<file path="config.mk">
export PLATFORM = sky130hd
export DESIGN_NAME = adc_receiver
export DESIGN_NICKNAME = d
export VERILOG_FILES = /design/src/rtl/adc_receiver.sv
export SDC_FILE = /design/constraint.sdc
export NUM_CORES = 1
export LEC_CHECK = 0
export CAP_MARGIN = 15
export CORE_UTILIZATION = 40
export CTS_CLUSTER_DIAMETER = 40
export DETAILED_ROUTE_END_ITERATION = 8
export PLACE_DENSITY = 0.58
export SKIP_CTS_REPAIR_TIMING = 1
export SYNTH_ARGS = -nofsm -noshare
export SYNTH_HDL_FRONTEND = slang
export SYNTH_SLANG_ARGS = --single-unit
</file>
<file path="constraint.sdc">
create_clock -name Clk -period 3.13 [get_ports Clk]
set_input_delay 0.313 -clock Clk [delete_from_list [all_inputs] [get_ports Clk]]
set_output_delay 0.313 -clock Clk [all_outputs]
set_load 0.02 [all_outputs]
</file>
<file path="src/rtl/adc_receiver.sv">
// adc_receiver: I2S ADC capture into a valid/ready FIFO of left/right sample pairs.
// Define ADC_RX_MONO_EN to add MONO_OUT, the halved signed L+R sum of the head pair.
module adc_receiver #(
    parameter int unsigned DATA_W     = 16,
    parameter int unsigned FIFO_DEPTH = 4
) (
    input  logic              Clk,
    input  logic              Reset_n,
    input  logic              AUD_BCLK,
    input  logic              AUD_ADCLRCK,
    input  logic              AUD_ADCDAT,
    input  logic              Enable,
    output logic [DATA_W-1:0] LDATA_OUT,
    output logic [DATA_W-1:0] RDATA_OUT,
    output logic              valid,
    input  logic              ready,
    output logic              overflow,
    input  logic              overflow_clr,
    output logic              frame_err
`ifdef ADC_RX_MONO_EN
    ,
    output logic [DATA_W-1:0] MONO_OUT
`endif
);
    localparam int unsigned      PTR_W    = (FIFO_DEPTH > 1) ? $clog2(FIFO_DEPTH) : 1;
    localparam int unsigned      CNT_W    = $clog2(FIFO_DEPTH + 1);
    localparam int unsigned      BIT_W    = $clog2(DATA_W);
    localparam logic [BIT_W-1:0] LAST_BIT = BIT_W'(DATA_W - 1);
    localparam logic [CNT_W-1:0] FULL_CNT = CNT_W'(FIFO_DEPTH);

    typedef enum logic [1:0] {IDLE, SKIP, SHIFT, WAIT} state_t;
    typedef enum logic {CH_L, CH_R} ch_t;

    logic bclk_s1, bclk_s2, bclk_s3, lrck_s1, lrck_s2, dat_s1, dat_s2, lrck_prev;
    logic bclk_rise, lrck_fall, lrck_rise;

    always_ff @(posedge Clk or negedge Reset_n) begin
        if (!Reset_n) begin
            bclk_s1   <= 1'b0;
            bclk_s2   <= 1'b0;
            bclk_s3   <= 1'b0;
            lrck_s1   <= 1'b0;
            lrck_s2   <= 1'b0;
            dat_s1    <= 1'b0;
            dat_s2    <= 1'b0;
            lrck_prev <= 1'b0;
        end else begin
            bclk_s1 <= AUD_BCLK;
            bclk_s2 <= bclk_s1;
            bclk_s3 <= bclk_s2;
            lrck_s1 <= AUD_ADCLRCK;
            lrck_s2 <= lrck_s1;
            dat_s1  <= AUD_ADCDAT;
            dat_s2  <= dat_s1;
            if (bclk_rise) lrck_prev <= lrck_s2;
        end
    end

    assign bclk_rise = bclk_s2 & ~bclk_s3;
    assign lrck_fall = bclk_rise & lrck_prev & ~lrck_s2;
    assign lrck_rise = bclk_rise & ~lrck_prev & lrck_s2;

    state_t            state, state_n;
    ch_t               ch, ch_n;
    logic [BIT_W-1:0]  bitcnt, bitcnt_n;
    logic [DATA_W-2:0] shreg, shreg_n;
    logic [DATA_W-1:0] hold_l, hold_l_n, word;
    logic              hold_ok, hold_ok_n, push, trunc;

    always_ff @(posedge Clk or negedge Reset_n) begin
        if (!Reset_n) begin
            state     <= IDLE;
            ch        <= CH_L;
            bitcnt    <= '0;
            shreg     <= '0;
            hold_l    <= '0;
            hold_ok   <= 1'b0;
            frame_err <= 1'b0;
        end else begin
            state     <= state_n;
            ch        <= ch_n;
            bitcnt    <= bitcnt_n;
            shreg     <= shreg_n;
            hold_l    <= hold_l_n;
            hold_ok   <= hold_ok_n;
            frame_err <= trunc;
        end
    end

    // The LRCK edge is seen on the delay-bit rise itself, so SKIP only lasts one
    // Clk cycle and SHIFT samples the MSB on the following rise.
    always_comb begin
        state_n   = state;
        ch_n      = ch;
        bitcnt_n  = bitcnt;
        shreg_n   = shreg;
        hold_l_n  = hold_l;
        hold_ok_n = hold_ok;
        push      = 1'b0;
        trunc     = 1'b0;
        word      = {shreg, dat_s2};
        if (!Enable) begin
            state_n   = IDLE;
            hold_ok_n = 1'b0;
        end else begin
            case (state)
                IDLE: if (lrck_fall) begin
                    state_n   = SKIP;
                    ch_n      = CH_L;
                    hold_ok_n = 1'b0;
                end
                SKIP: begin
                    state_n  = SHIFT;
                    bitcnt_n = '0;
                end
                SHIFT: if (lrck_fall || lrck_rise) begin
                    trunc     = 1'b1;
                    hold_ok_n = 1'b0;
                    ch_n      = CH_L;
                    state_n   = lrck_fall ? SKIP : IDLE;
                end else if (bclk_rise) begin
                    shreg_n  = word[DATA_W-2:0];
                    bitcnt_n = bitcnt + BIT_W'(1);
                    if (bitcnt == LAST_BIT) begin
                        state_n = WAIT;
                        if (ch == CH_L) begin
                            hold_l_n  = word;
                            hold_ok_n = 1'b1;
                        end else begin
                            push      = hold_ok;
                            hold_ok_n = 1'b0;
                        end
                    end
                end
                WAIT: if (lrck_fall || lrck_rise) begin
                    ch_n    = (ch == CH_L) ? CH_R : CH_L;
                    state_n = SKIP;
                    if (ch == CH_R) hold_ok_n = 1'b0;
                end
                default: state_n = IDLE;
            endcase
        end
    end

    logic [DATA_W-1:0] mem_l [FIFO_DEPTH];
    logic [DATA_W-1:0] mem_r [FIFO_DEPTH];
    logic [PTR_W-1:0]  wr_ptr, rd_ptr, rd_next;
    logic [CNT_W-1:0]  count, count_n;
    logic [DATA_W-1:0] head_l, head_r;
    logic              pop, full, do_push, ovf_set;

    assign pop     = valid & ready;
    assign full    = (count == FULL_CNT);
    assign do_push = push & (~full | pop);
    assign ovf_set = push & full & ~pop;
    assign rd_next = rd_ptr + PTR_W'(1);

    always_comb begin
        count_n = count;
        if (do_push && !pop)      count_n = count + CNT_W'(1);
        else if (!do_push && pop) count_n = count - CNT_W'(1);
    end

    // Registered head: refilled from the incoming pair when the FIFO is (or becomes) empty.
    always_comb begin
        head_l = LDATA_OUT;
        head_r = RDATA_OUT;
        if (count == '0 || (pop && count == CNT_W'(1))) begin
            if (do_push) begin
                head_l = hold_l;
                head_r = word;
            end
        end else if (pop) begin
            head_l = mem_l[rd_next];
            head_r = mem_r[rd_next];
        end
    end

    always_ff @(posedge Clk) begin
        if (do_push) begin
            mem_l[wr_ptr] <= hold_l;
            mem_r[wr_ptr] <= word;
        end
    end

`ifdef ADC_RX_MONO_EN
    logic signed [DATA_W:0] mono_sum;
    assign mono_sum = $signed({head_l[DATA_W-1], head_l}) + $signed({head_r[DATA_W-1], head_r});
`endif

    always_ff @(posedge Clk or negedge Reset_n) begin
        if (!Reset_n) begin
            wr_ptr    <= '0;
            rd_ptr    <= '0;
            count     <= '0;
            valid     <= 1'b0;
            overflow  <= 1'b0;
            LDATA_OUT <= '0;
            RDATA_OUT <= '0;
`ifdef ADC_RX_MONO_EN
            MONO_OUT  <= '0;
`endif
        end else begin
            if (do_push) wr_ptr <= wr_ptr + PTR_W'(1);
            if (pop)     rd_ptr <= rd_next;
            count     <= count_n;
            valid     <= (count_n != '0);
            if (overflow_clr) overflow <= 1'b0;
            else if (ovf_set) overflow <= 1'b1;
            LDATA_OUT <= head_l;
            RDATA_OUT <= head_r;
`ifdef ADC_RX_MONO_EN
            MONO_OUT  <= DATA_W'(mono_sum >>> 1);
`endif
        end
    end
endmodule

</file>
==> flow_metrics.tcl <==
set metrics [dict create \
    max_cap_viol_count 0 \
    status "complete, no violations" \
    path_delay_family "simple AND/OR/NAND/NOR gates" \
    hp-start "AUD_ADCDAT" \
    seq_area_frac_synth_pct 69.82 \
    setup_violations 0 \
    core_area_mm2 0.02115 \
    end_kind "flop" \
    cts-root-buf "clkbuf_16" \
    drt_iter0_drc 166 \
    ant_nets 0 \
    min_period_ps 2676 \
    seqCellArea_mm2 0.006072 \
    critical-path-slowest-cell "or4_4" \
    hold_path_class "in -> reg" \
    fin_nets 602 \
    syn_area_mm2 0.008695 \
    clock-sinks 217 \
    initial_core_util_pct 41.10 \
    gr-total-overflow 0 \
    fin_setup_tns_ps 0 \
    dp_hpwl_um 9404 \
    reg2reg_to "mem_l[1][15]" \
    critPathMaxFanout 32 \
    grt_pass1_vias 4827 \
    utilization_pct 51.03 \
    rows 53 \
    hold-path-endpoint "dat_s1" \
    cp_cell_sequence "inv_1, ha_1, nand4_1, or4_4, a31oi_1, and2_1, buf_12" \
    rsz0062_at_grt "no" \
    track_usage_pct 15.23 \
    vias 4576 \
    r2r-start "state[0]" \
    reg2regPathDepth 7 \
    drive_above_1_share_pct 24.55 \
    ir_drop_v 0.0003735 \
    synth-seq-cells 217 \
    synthCells 516 \
    min_path_cells 1 \
    firstDrtPassIters 6 \
    avgViaCountPerCell 5.188 \
    area_delta_synth_final_pct 24.15 \
    fill_cells 1697 \
    cp_num_buf_inv 2 \
    drcViolationCount 0 \
    io_pins 43 \
    critPathLaunchType "flop" \
    die_w_um 149.4 \
    fin_crit_sh_pct 85.48 \
    worstSetupPathType "reg -> reg" \
    max_slew_margin_pct 42.84 \
    clockBufferDepth 3 \
    clk_latency_ps 490 \
    numCtsBuffers 34 \
    grt_max_degree 65 \
    worst_slew_pin_slew_ps 857.3 \
    p_leak_nw 4.465 \
    powerDensity_mw_per_mm2 684.6 \
    finalHoldViolations 0 \
    htree_levels 2 \
    cts_tree "built" \
    die_area_mm2 0.02233 \
    skew_ps 9.519 \
    ys.flop_type "edfxtp_1" \
    yosysWarningCount 0 \
    worstPathArrival_ps 2850 \
    synth_edf_count 128 \
    final_max_slew_viol_count 0 \
    syn_avg_cell_area_um2 16.85 \
    multi_input_comb_area_mm2 0.002461 \
    synthArstFlopShare_pct 41.01 \
    n_antenna_cell 0 \
    wl_per_cell_um 18.25 \
    clkTransAtPathRegs_ps 50 \
    antenna_found_initial 0 \
    synthesis.nets 537 \
    yosysUniqueCellTypes 50 \
    grt_pass1_wl_um 25850 \
    required_ps 3300 \
    clock.fmax_ghz 0.3737 \
    die_y_um 149.4 \
    cpPeakStageDelay_ps 470 \
    portBuffers 42 \
    drt_wl_total_um 16100 \
    gp_congestion 0.7729 \
    r2r_slack_ps 450 \
]
==> stage by stage <==
stage,hold WS [ps],power [mW],instance area (µm²),setup WS (ps),instances
2_1_floorplan,17.41,3.189,8695,234.8,516
3_3_place_gp,336.0,3.240,9487,369.1,819
3_5_place_dp,334.7,3.251,9487,301.7,819
4_1_cts,-64.87,7.488,10780,454.5,881
5_1_grt,244.0,7.609,10790,253.2,882
6_report,265.6,7.389,10790,454.4,882
==> final cells by class <==
| type | count | share of cell area [%] |
|---|---|---|
| Clock inverter | 18 | 3.014 |
| Timing Repair Buffer | 55 | 5.494 |
| Sequential cell | 217 | 56.25 |
| Clock buffer | 44 | 9.007 |
| Multi-Input combinational cell | 266 | 22.80 |
| Inverter | 7 | 0.2434 |
| Tap cell | 275 | 3.188 |
==> routing by layer <==
layer	vias to the layer above	wire, µm	global-route usage (%)
met5	-	0	0
met4	0	312	4.898
met3	27	681	3.659
met2	94	8284	26.00
met1	2332	6819	19.00
li1	2123	-	-
==> cells by family after synthesis <==
| kind of cell | count (synthesis) | share of synthesized area, % |
|---|---|---|
| AO/OA/AOI/OAI | 63 | 4.202 |
| XOR/XNOR | 7 | 0.7052 |
| adder cells (fa/ha/maj) | 13 | 1.871 |
| buffers and inverters | 33 | 2.000 |
| flip-flops | 217 | 69.82 |
| multiplexers | 100 | 16.59 |
| AND/OR/NAND/NOR | 83 | 4.807 |
==> worst max path at each step <==
stage,slack [ps],cells after the start,start,end
2_1_floorplan,230,6,state[0],mem_l[0][0]
3_3_place_gp,370,6,Enable,mem_r[1][7]
3_5_place_dp,300,6,Enable,mem_r[1][7]
4_1_cts,450,7,state[0],mem_r[0][2]
5_1_grt,250,7,state[0],mem_l[1][7]
6_report,450,7,state[0],mem_l[1][15]
==> registers in the layout (all words and copies together), names as in the netlist, 2 cells and up <==
name and count:
rd_ptr 2, bitcnt 4, mem_l 64, mem_r 64, hold_l 16, wr_ptr 2
RDATA_OUT 16, LDATA_OUT 16, shreg 15, count 3, state 2
==> where the power goes <==
group	leakage (nW)	internal [mW]	switching (mW)
combinational	1.30	0.0625	0.0948
clock	0.629	2.88	1.31
sequential	2.54	3.03	0.0158
total	4.47	5.97	1.42
==> synth_stat cells (all sizes together), types with 2 or more instances <==
library cell / n / area [µm²]
nand2b: 2 / 20.02
o22ai: 2 / 12.51
mux2i: 35 / 350.3
edfxtp: 128 / 3844
nor2b: 2 / 12.51
mux2: 33 / 371.6
o32a: 2 / 21.27
nor3: 4 / 20.02
dfrtp: 89 / 2227
nor2: 40 / 155.1
a21oi: 38 / 190.2
inv: 7 / 26.28
nor4: 2 / 25.02
mux4: 32 / 720.7
nand3: 5 / 25.02
and2: 5 / 32.53
nand2: 13 / 48.80
buf: 18 / 117.6
nand4: 2 / 12.51
ha: 13 / 162.7
a31oi: 2 / 12.51
xnor2: 6 / 52.55
clkbuf: 8 / 30.03
o21ai: 10 / 50.04
==> cell usage in the layout, fill, tap and decap left out, drive strengths merged, types with 2 or more instances in the layout <==
master and instances:
clkbuf 44, mux2i 35, o21ai 10, nor2 40
clkdlybuf4s50 41, nor4 2, and2 5, bufinv 8
nand3 5, inv 11, nand2b 2, a31oi 2
edfxtp 128, nand4 2, mux2 33, nand2 13
o32a 2, a21oi 38, dfrtp 89, nor2b 2
clkinv 5, buf 13, o22ai 2, xnor2 6
mux4 32, nor3 4, ha 13
Note: power is estimated with default switching activity, not from simulation.
==> RTL edit (same flow settings) <==
The output `frame_err` loses its register stage (`frame_err` becomes a continuous assignment).
--- a/src/rtl/adc_receiver.sv
+++ b/src/rtl/adc_receiver.sv
@@ -76,5 +76,4 @@
             hold_l    <= '0;
             hold_ok   <= 1'b0;
-            frame_err <= 1'b0;
         end else begin
             state     <= state_n;
@@ -84,7 +83,8 @@
             hold_l    <= hold_l_n;
             hold_ok   <= hold_ok_n;
-            frame_err <= trunc;
-        end
-    end
+        end
+    end
+
+    assign frame_err = trunc;
 
     // The LRCK edge is seen on the delay-bit rise itself, so SKIP only lasts one
Function: changed (a bounded check fails within 10 cycles, from zero or initial values and one cycle with Reset_n low).
==> RTL edit against the original RTL <==
- routed wire length is 1.8% lower
- area after synthesis decreased by 0.29%
- global-route usage down 0.21 points
- synthesized cell count is 0.19% lower
- count of clock-buffer cells in the layout shrank 10
- final area is 2.3% lower
- sequential cell count is 1 lower
- largest cell class unchanged
- setup slack lost 35 ps
- sequential power hardly changed
- critical endpoint is now mem_l[2][7]
- total power fell by 10%
==> RTL edit: results (changes against the original RTL) <==
* Status: completed
* Least-Margin Pin Slew at 863 ps (+5.23 ps)
* H-tree depth at 1 (-1)
* Worst-path clk slew at ~60 ps
* Share of cells above drive strength 1 at 0.245 (-0.000470)
* LEAKAGE at 0.00434 uW (-2.8%)
* Ys Warns at 0 (unchanged)
* Max Buffers Root-to-Sink at 3 (unchanged)
* Synth async-reset ratio at 0.407 (-0.00273)
* Synth top area cells: edfxtp_1 (44%), dfrtp_1 (25%), mux4_2 (8.3%), mux2_2 (4.3%), mux2i_1 (4.0%)
* Root buf cell: clkbuf_16
* Largest registers: mem_l (64), mem_r (64)
* Vias at 4,570 (-0.13%)
* Initial drt markers at 187 (+13%)
* Register area share after synthesis at 0.697 (-0.000871)
* Largest net degree at the start of global routing at 65 (unchanged)
* Final RePlAce weighted congestion at 0.805 (+4.1%)
* Dpl hpwl at 9020 um (-4.0%)
* Min-Delay Path Class: in -> reg
* CP arrival at 2930 ps (+80 ps)
* Port Buffers at 42 (unchanged)
* Fillers at 1,743 (+2.7%)
* Global Route Usage Sum at 0.150 (-0.00214)
* Initial antenna violation count at 0 (unchanged)
* Later-pin clock latency in the skew report at 550 ps (+60 ps)
* Synth cell types at 50 (unchanged)
* Top FF cell, synth: edfxtp_1
* Setup Skew at 21.9 ps (+12.4 ps)
* Drt pass-1 iters at 5 (-1)
* Avg Cell Area, Syn at 16.8 um^2 (about the same)
* Reg2reg path depth at 7 (unchanged)
* Number of flops mapped to enable cells by yosys at 128 (unchanged)
* Number of buffers created by CTS at 30 (-12%)
* Cell count after placement at 818 (-0.12%)
* Worst Path Max Fanout at 32 (unchanged)
* Ant. Diodes at 0 (unchanged)
* Synth Net Count at 536 (-0.19%)
* Commonest cells post-synth: edfxtp_1 (128), dfrtp_1 (88), a21oi_1 (38), nor2_1 (38), mux2i_1 (35)
* Per-cell routed wire length at 18.1 um (-1.0%)
* Worst vdd rail ir drop at 0.449 mV (+20%)
* DRT Wirelength at 15,800 um (-1.8%)
* First-pass GRT wire length at 25,600 um (-1.1%)
* WHS Path Cells at 1 (unchanged)
* Layout net count at 597 (-0.83%)
* Vias in the first global route at 4,767 (-1.2%)
## RTL edit: cell count changes in the layout (fill, tap and decap cells not counted), moves of 2 or more
cell / before / now
clkbuf_1: 5 / 1
clkinv_8: 0 / 2
clkinv_4: 4 / 6
clkbuf_16: 37 / 30
clkinvlp_4: 1 / 3
bufinv_16: 8 / 3
## RTL edit: power by group
part	total (uW)	internal (uW)	switching, uW
clock	3440	2120	1320
sequential	3030	3010	15.0
combinational	162	64.9	97.1
## RTL edit: kinds of logic after synthesis
group | synth area share
xor+xnor | 0.00707
mux | 0.166
buf+inv | 0.0201
flops | 0.697
fa+ha+maj | 0.0188
simple gates | 0.0482
compound gates | 0.0421
## RTL edit: critical path, cell delays in order, from the launching register on
cell     delay (ps)
dfrtp_1         410
inv_1           100
ha_1            290
nand4_1         170
or4_4           470
a31oi_1         440
and2_1          260
buf_12          250
## RTL edit: area by class of cell
cell class,instances,area share
flip-flops and latches,216,0.573
well taps,275,0.0326
clock inverters,22,0.0252
inverters,7,0.00249
repair buffers,55,0.0574
multi-input cells,266,0.233
clock buffers,34,0.0755
## RTL edit: layer usage
metal	vias up	GRT usage	routed length, um
li1	2110	-	-
met1	2341	0.196	6960
met2	95	0.254	7900
met3	24	0.0300	689
met4	0	0.0429	254
met5	-	0	0
## RTL edit: through the flow
step / area [um^2] / hold WS (ps) / setup WS, ps
CTS: 10500 / -200 / 426
global route: 10500 / 207 / 281
detailed placement: 9470 / 339 / 423
global placement: 9470 / 336 / 537
floorplan: 8670 / 17.4 / 235
finish: 10500 / 218 / 419
## RTL edit: path summary, 6_finish.rpt
kind	start	to	slack, ps
max	state[0]	mem_l[2][7]	420
min	AUD_BCLK	bclk_s1	220
max reg2reg	state[0]	mem_l[2][7]	420
min reg2reg	dat_s1	dat_s2	340
max in group asynchronous	Reset_n	state[0]	2100
min in group asynchronous	Reset_n	LDATA_OUT[15]	340
